[config.mk]
export PLATFORM = sky130hd
export DESIGN_NAME = a2d_intf
export DESIGN_NICKNAME = d
export VERILOG_FILES = /design/src/rtl/a2d_intf.sv
export SDC_FILE = /design/constraint.sdc
export NUM_CORES = 1
export LEC_CHECK = 0
export BUFFER_PORTS_ARGS = -buffer_cell sky130_fd_sc_hd__buf_2
export CAP_MARGIN = 20
export CORE_ASPECT_RATIO = 0.7
export CORE_MARGIN = 4
export CORE_UTILIZATION = 56
export CTS_CLUSTER_SIZE = 16
export DETAILED_ROUTE_END_ITERATION = 16
export HOLD_SLACK_MARGIN = 0.12
export PLACE_DENSITY = 0.79
export SLEW_MARGIN = 20
export SYNTH_ARGS = -nofsm -noshare
export SYNTH_HDL_FRONTEND = slang
export SYNTH_SLANG_ARGS = --single-unit
[constraint.sdc]
create_clock -name clk -period 3.7 [get_ports clk]
set_clock_uncertainty 0.2 [all_clocks]
set_input_delay 0.74 -clock clk [delete_from_list [all_inputs] [get_ports clk]]
set_output_delay 0.74 -clock clk [all_outputs]
set_load 0.1 [all_outputs]
[src/rtl/a2d_intf.sv]
// SPI master and round-robin conversion sequencer for the 8-channel 12-bit ADC.
// Each nxt in IDLE runs CMD, GAP, READ, DONE on the next channel and pulses vld when its register updates.
module a2d_intf #(
  parameter int SCLK_DIV = 32,
  parameter int CH_LFT   = 0,
  parameter int CH_RGHT  = 4,
  parameter int CH_STEER = 5,
  parameter int CH_BATT  = 6
) (
  input  logic        clk,
  input  logic        rst,
  input  logic        nxt,
  output logic        busy,
  output logic        vld,
  output logic [11:0] lft_ld,
  output logic [11:0] rght_ld,
  output logic [11:0] steer_pot,
  output logic [11:0] batt,
  output logic        SS_n,
  output logic        SCLK,
  output logic        MOSI,
  input  logic        MISO
);

  localparam int HALF = SCLK_DIV / 2;
  localparam int SW   = $clog2(HALF);
  localparam logic [SW-1:0] SUB_LAST = SW'(HALF - 1);

  typedef enum logic [2:0] {IDLE, CMD, GAP, READ, DONE} state_t;

  state_t        state_q, state_d;
  logic [SW-1:0] sub_q, sub_d;
  logic [5:0]    hp_q, hp_d;
  logic [1:0]    rr_q, rr_d;
  logic          sclk_q, sclk_d;
  logic          ss_n_q, ss_n_d;
  logic          mosi_q, mosi_d;
  logic          vld_q, vld_d;
  logic [11:0]   rx_q, rx_d;
  logic [11:0]   lft_q, lft_d, rght_q, rght_d, steer_q, steer_d, batt_q, batt_d;

  logic [2:0]    ch;
  logic [15:0]   cmd;
  logic [5:0]    hp_last;
  logic          half_end, seg_end, in_txn_d;

  always_comb begin
    case (rr_q)
      2'd0:    ch = 3'(CH_LFT);
      2'd1:    ch = 3'(CH_RGHT);
      2'd2:    ch = 3'(CH_STEER);
      default: ch = 3'(CH_BATT);
    endcase
    cmd = {2'b00, ch, 11'h000};
  end

  always_comb begin
    state_d = state_q;
    sub_d   = sub_q;
    hp_d    = hp_q;
    rr_d    = rr_q;
    rx_d    = rx_q;
    mosi_d  = mosi_q;
    vld_d   = 1'b0;
    lft_d   = lft_q;
    rght_d  = rght_q;
    steer_d = steer_q;
    batt_d  = batt_q;

    // Time is kept in half SCLK periods: a transaction is 34 of them, the gap is 2.
    hp_last  = (state_q == GAP) ? 6'd1 : 6'd33;
    half_end = (sub_q == SUB_LAST);
    seg_end  = half_end && (hp_q == hp_last);

    if (state_q == CMD || state_q == GAP || state_q == READ) begin
      if (half_end) begin
        sub_d = '0;
        hp_d  = (hp_q == hp_last) ? 6'd0 : hp_q + 6'd1;
      end else begin
        sub_d = sub_q + 1'b1;
      end
    end

    case (state_q)
      IDLE: if (nxt) begin
        state_d = CMD;
        sub_d   = '0;
        hp_d    = 6'd0;
      end
      CMD:  if (seg_end) state_d = GAP;
      GAP:  if (seg_end) state_d = READ;
      READ: if (seg_end) begin
        state_d = DONE;
        vld_d   = 1'b1;
        rr_d    = rr_q + 2'd1;
        case (rr_q)
          2'd0:    lft_d   = rx_q;
          2'd1:    rght_d  = rx_q;
          2'd2:    steer_d = rx_q;
          default: batt_d  = rx_q;
        endcase
      end
      default: state_d = IDLE;
    endcase

    // SCLK is low in odd half periods 1..31 of a transaction, high otherwise.
    in_txn_d = (state_d == CMD) || (state_d == READ);
    sclk_d   = !(in_txn_d && hp_d[0] && (hp_d < 6'd32));
    ss_n_d   = !in_txn_d;

    if (sclk_q && !sclk_d) mosi_d = cmd[4'd15 - hp_d[4:1]];
    if (!sclk_q && sclk_d) rx_d = {rx_q[10:0], MISO};
  end

  always_ff @(posedge clk) begin
    if (rst) begin
      state_q <= IDLE;
      sub_q   <= '0;
      hp_q    <= 6'd0;
      rr_q    <= 2'd0;
      sclk_q  <= 1'b1;
      ss_n_q  <= 1'b1;
      mosi_q  <= 1'b0;
      vld_q   <= 1'b0;
      rx_q    <= 12'h000;
      lft_q   <= 12'h000;
      rght_q  <= 12'h000;
      steer_q <= 12'h000;
      batt_q  <= 12'h000;
    end else begin
      state_q <= state_d;
      sub_q   <= sub_d;
      hp_q    <= hp_d;
      rr_q    <= rr_d;
      sclk_q  <= sclk_d;
      ss_n_q  <= ss_n_d;
      mosi_q  <= mosi_d;
      vld_q   <= vld_d;
      rx_q    <= rx_d;
      lft_q   <= lft_d;
      rght_q  <= rght_d;
      steer_q <= steer_d;
      batt_q  <= batt_d;
    end
  end

  assign busy      = (state_q != IDLE);
  assign vld       = vld_q;
  assign lft_ld    = lft_q;
  assign rght_ld   = rght_q;
  assign steer_pot = steer_q;
  assign batt      = batt_q;
  assign SS_n      = ss_n_q;
  assign SCLK      = sclk_q;
  assign MOSI      = mosi_q;

endmodule

==> results by group <==
Min path
  – WHS Endpoint: steer_pot[1]
  – HP Start: steer_pot[1]
  – Hold Crit Depth: 2
  – Worst min path class: reg2reg

Clock tree
  – Clk Tree Root Cell: clkbuf_8
  – Clk slew on worst S/H paths: around 0.08 ns
  – CTS max path bufs: 2
  – Hold buffer count at cts: 0
  – Num CTS Buffers: 9
  – Skew-Pair Late Insertion Delay: roughly 0.34 ns
  – Resized cells post-CTS: 0
  – H-tree Lvls: 3
  – Clock sink total: 79
  – CTS tree: done
  – Setup bufs post-CTS: 0

Setup path
  – R2r setup slk: around 0.74 ns
  – Worst-path maximum fanout: 12
  – Crit Path Category: reg2reg
  – Reg2reg end: rx_q[8]
  – Worst EP arrival: a little under 3 ns
  – CP endpoint kind: register
  – Reg2reg path depth: 7
  – Origin of the critical flop-to-flop path: hp_q[0]
  – Startpoint types: register
  – Worst EP required: roughly 3.7 ns

STA
  – Slew headroom: roughly 48%
  – Final Cycle Share: 80.0%
  – Setup TNS: 0 ns
  – Final Critical Period: between 2 and 3 ns
  – RSZ-0062 raised after global routing: false
  – Finish-stage setup viols: 0
  – Min Hold Slack: between 0.2 and 0.3 ns
  – Setup slack after layout: about 0.74 ns
  – Measured slew at the worst slew-check pin: 0.785 ns
  – Slew Viols, Final: 0
  – Final Hold Viols: 0
  – Maximum achievable frequency: 338 MHz

Floorplanning
  – Io pins: 57
  – Die area: approximately 7500 um^2
  – Die Wd: approximately 100 um
  – Die span in y: around 74 um
  – Starting Density: approximately three fifths
  – Core area: slightly below 6000 um^2
  – Num rows: 23

Power and ir drop
  – Power share of the combinational group: roughly 3.3%
  – VDD IR max: between 0.15 and 0.2 mV
  – Sw frac: between 20 and 25%
  – Sequential Power Share: a little under three fifths
  – PwrDens: about 400 nW/um^2
  – Total Power: 1.52 mW
  – Int Power: 1.18 mW
  – Clock group share of total power: 40.4%
  – P_sw: approximately 330 uW
  – Cell leakage power: approximately 1.4 nW

Placement
  – Dpl cells: 486
  – DPL Wire Length: ~5.4 mm
  – Place WS: between 0.7 and 0.8 ns
  – Port bufs: 56
  – Post-DP Area: between 3000 and 4000 um^2
  – Routability Congestion: around 0.9

Cells and area
  – Layout net count: approximately 430
  – Fill count: 521
  – Final instance area: between 3000 and 4000 um^2
  – Non-Filler Instances: 500
  – P&R area growth vs syn: 10.5%
  – Final core occ: between 60% and 70%
  – Diode count: 0
  – Share of layout cells above drive strength 1: 29.2%

Route
  – Remaining antenna violation count: 0
  – Remaining DRCs: 0
  – Vias: between 2000 and 3000
  – WL/cell: 15.7 um
  – Via/cell ratio: about 5.4
  – TritonRoute pass-1 iters: 4
  – DRT Wirelength: 7.86 mm
  – Initial drt markers: approximately 210

Synth
  – Mapped Area: 3470 um^2
  – Area leader, netlist: dfxtp_1
  – Synth unique cells: 47
  – Sequential area share after synthesis: 45.6%
  – Post-synthesis register bit count: 79
  – Syn Nets: about 390
  – Area contributors post-synth: dfxtp_1 46%, nand2_1 12%, a21oi_2 10%, mux2i_1 4.0%, ha_1 2.5%
  – Synth async-reset ratio: 0%
  – YS warnings: 0
  – Mean Syn Cell Area: 9.24 um^2
  – Synth top area share: between 40 and 50%
  – Synth Flop Type: dfxtp_1
  – Post-Synthesis Cells: between 300 and 400
  – Post-synth EDFFs: 0

Global routing
  – Total GRT Usage: between 20 and 25%
  – Initial antenna violation count: 0
  – Total gr overflow: 0
  – Global route hottest layer: met1
  – Met2 usage: about 32%
  – Met3 Usage GRT: a little under 7%
  – First-pass GRT wire length: 13.1 mm
  – Largest net degree at the start of global routing: 40
  – Number of global-route vias before repair: 2619
  – GR Util met1: about a third

Run
  – Max-cap viol count: 0

Status
  – Status: finished clean
[cell type report]
cell class | count | area [um^2] | share of cell area, %
multi-input combinational | 266 | 1650 | 43.0
sequential | 79 | 1580 | 41.3
timing repair buffer | 57 | 288 | 7.52
clock buffer | 10 | 138 | 3.59
tap | 75 | 93.8 | 2.45
clock inverter | 4 | 47.5 | 1.24
inverter | 9 | 33.8 | 0.882
[critical path: stages, from the launching register on]
cell and delay, ns:
dfxtp_1 0.45, ha_1 0.19, or4b_4 0.49, or2_1 0.37, nor2_4 0.13, mux2i_1 0.48, a31oi_4 0.31, mux2i_1 0.20
[synth_stat cells, types with 5 or more instances]
cell type	number
a21oi_2	40
mux2i_1	14
nand2_1	111
inv_1	9
dfxtp_1	79
a21oi_1	13
xnor2_1	5
ha_1	7
nand2b_1	14
buf_6	5
nor2_1	11
[cell usage in the layout (no fill, tap or decap), types with 2 or more instances in the layout]
master,n
nand2_1,111
dfxtp_1,79
buf_2,56
a21oi_2,40
nand2b_1,14
mux2i_1,14
a21oi_1,13
nor2_1,11
clkbuf_8,10
inv_1,9
ha_1,7
xnor2_1,5
and2_4,4
nor3_1,4
nor3b_1,3
nand3_1,3
o21ai_0,3
nor2b_1,3
or3_1,2
and3_1,2
o211ai_1,2
nor4_1,2
nand4_1,2
xor2_1,2
clkinv_2,2
[per-layer routing]
metal  wire length [um]  share of wire, %
met4                 60              0.76
met2               3170                40
met1               3900                50
met3                730               9.3
met5                  0                 0
[power groups by stage]
stage | registers [mW] | clock network [mW] | logic (mW)
global placement | 0.875 | 0 | 0.0481
CTS | 0.855 | 0.627 | 0.0495
finish | 0.855 | 0.612 | 0.0499
global route | 0.855 | 0.660 | 0.0530
detailed placement | 0.875 | 0 | 0.0488
floorplan | 0.879 | 0 | 0.0389
[kinds of logic after synthesis]
logic type / Yosys count / share of synthesized area [%]
buf+inv: 30 / 6.86
simple gates: 168 / 22.4
fa+ha+maj: 7 / 2.53
compound gates: 70 / 16.8
mux: 14 / 4.04
flops: 79 / 45.6
xor+xnor: 7 / 1.77
[worst max-delay path by stage]
| stage | to | start | slack (ns) |
|---|---|---|---|
| 3_3_place_gp | lft_ld[10] | hp_q[0] | 0.89 |
| 5_1_grt | rx_q[8] | hp_q[0] | 0.63 |
| 3_5_place_dp | lft_ld[6] | hp_q[0] | 0.80 |
| 6_report | rx_q[8] | hp_q[0] | 0.74 |
| 2_1_floorplan | rx_q[0] | hp_q[0] | 1.12 |
| 4_1_cts | SCLK | hp_q[0] | 0.76 |
[registers in the layout, indices dropped and copies added, names as in the netlist]
name       cells
SS_n           1
rr_q           2
lft_ld        12
steer_pot     12
rx_q          12
state_q        3
hp_q           6
rght_ld       12
SCLK           1
MOSI           1
sub_q          4
batt          12
vld            1
No activity file was read; power rests on OpenSTA's default activity.
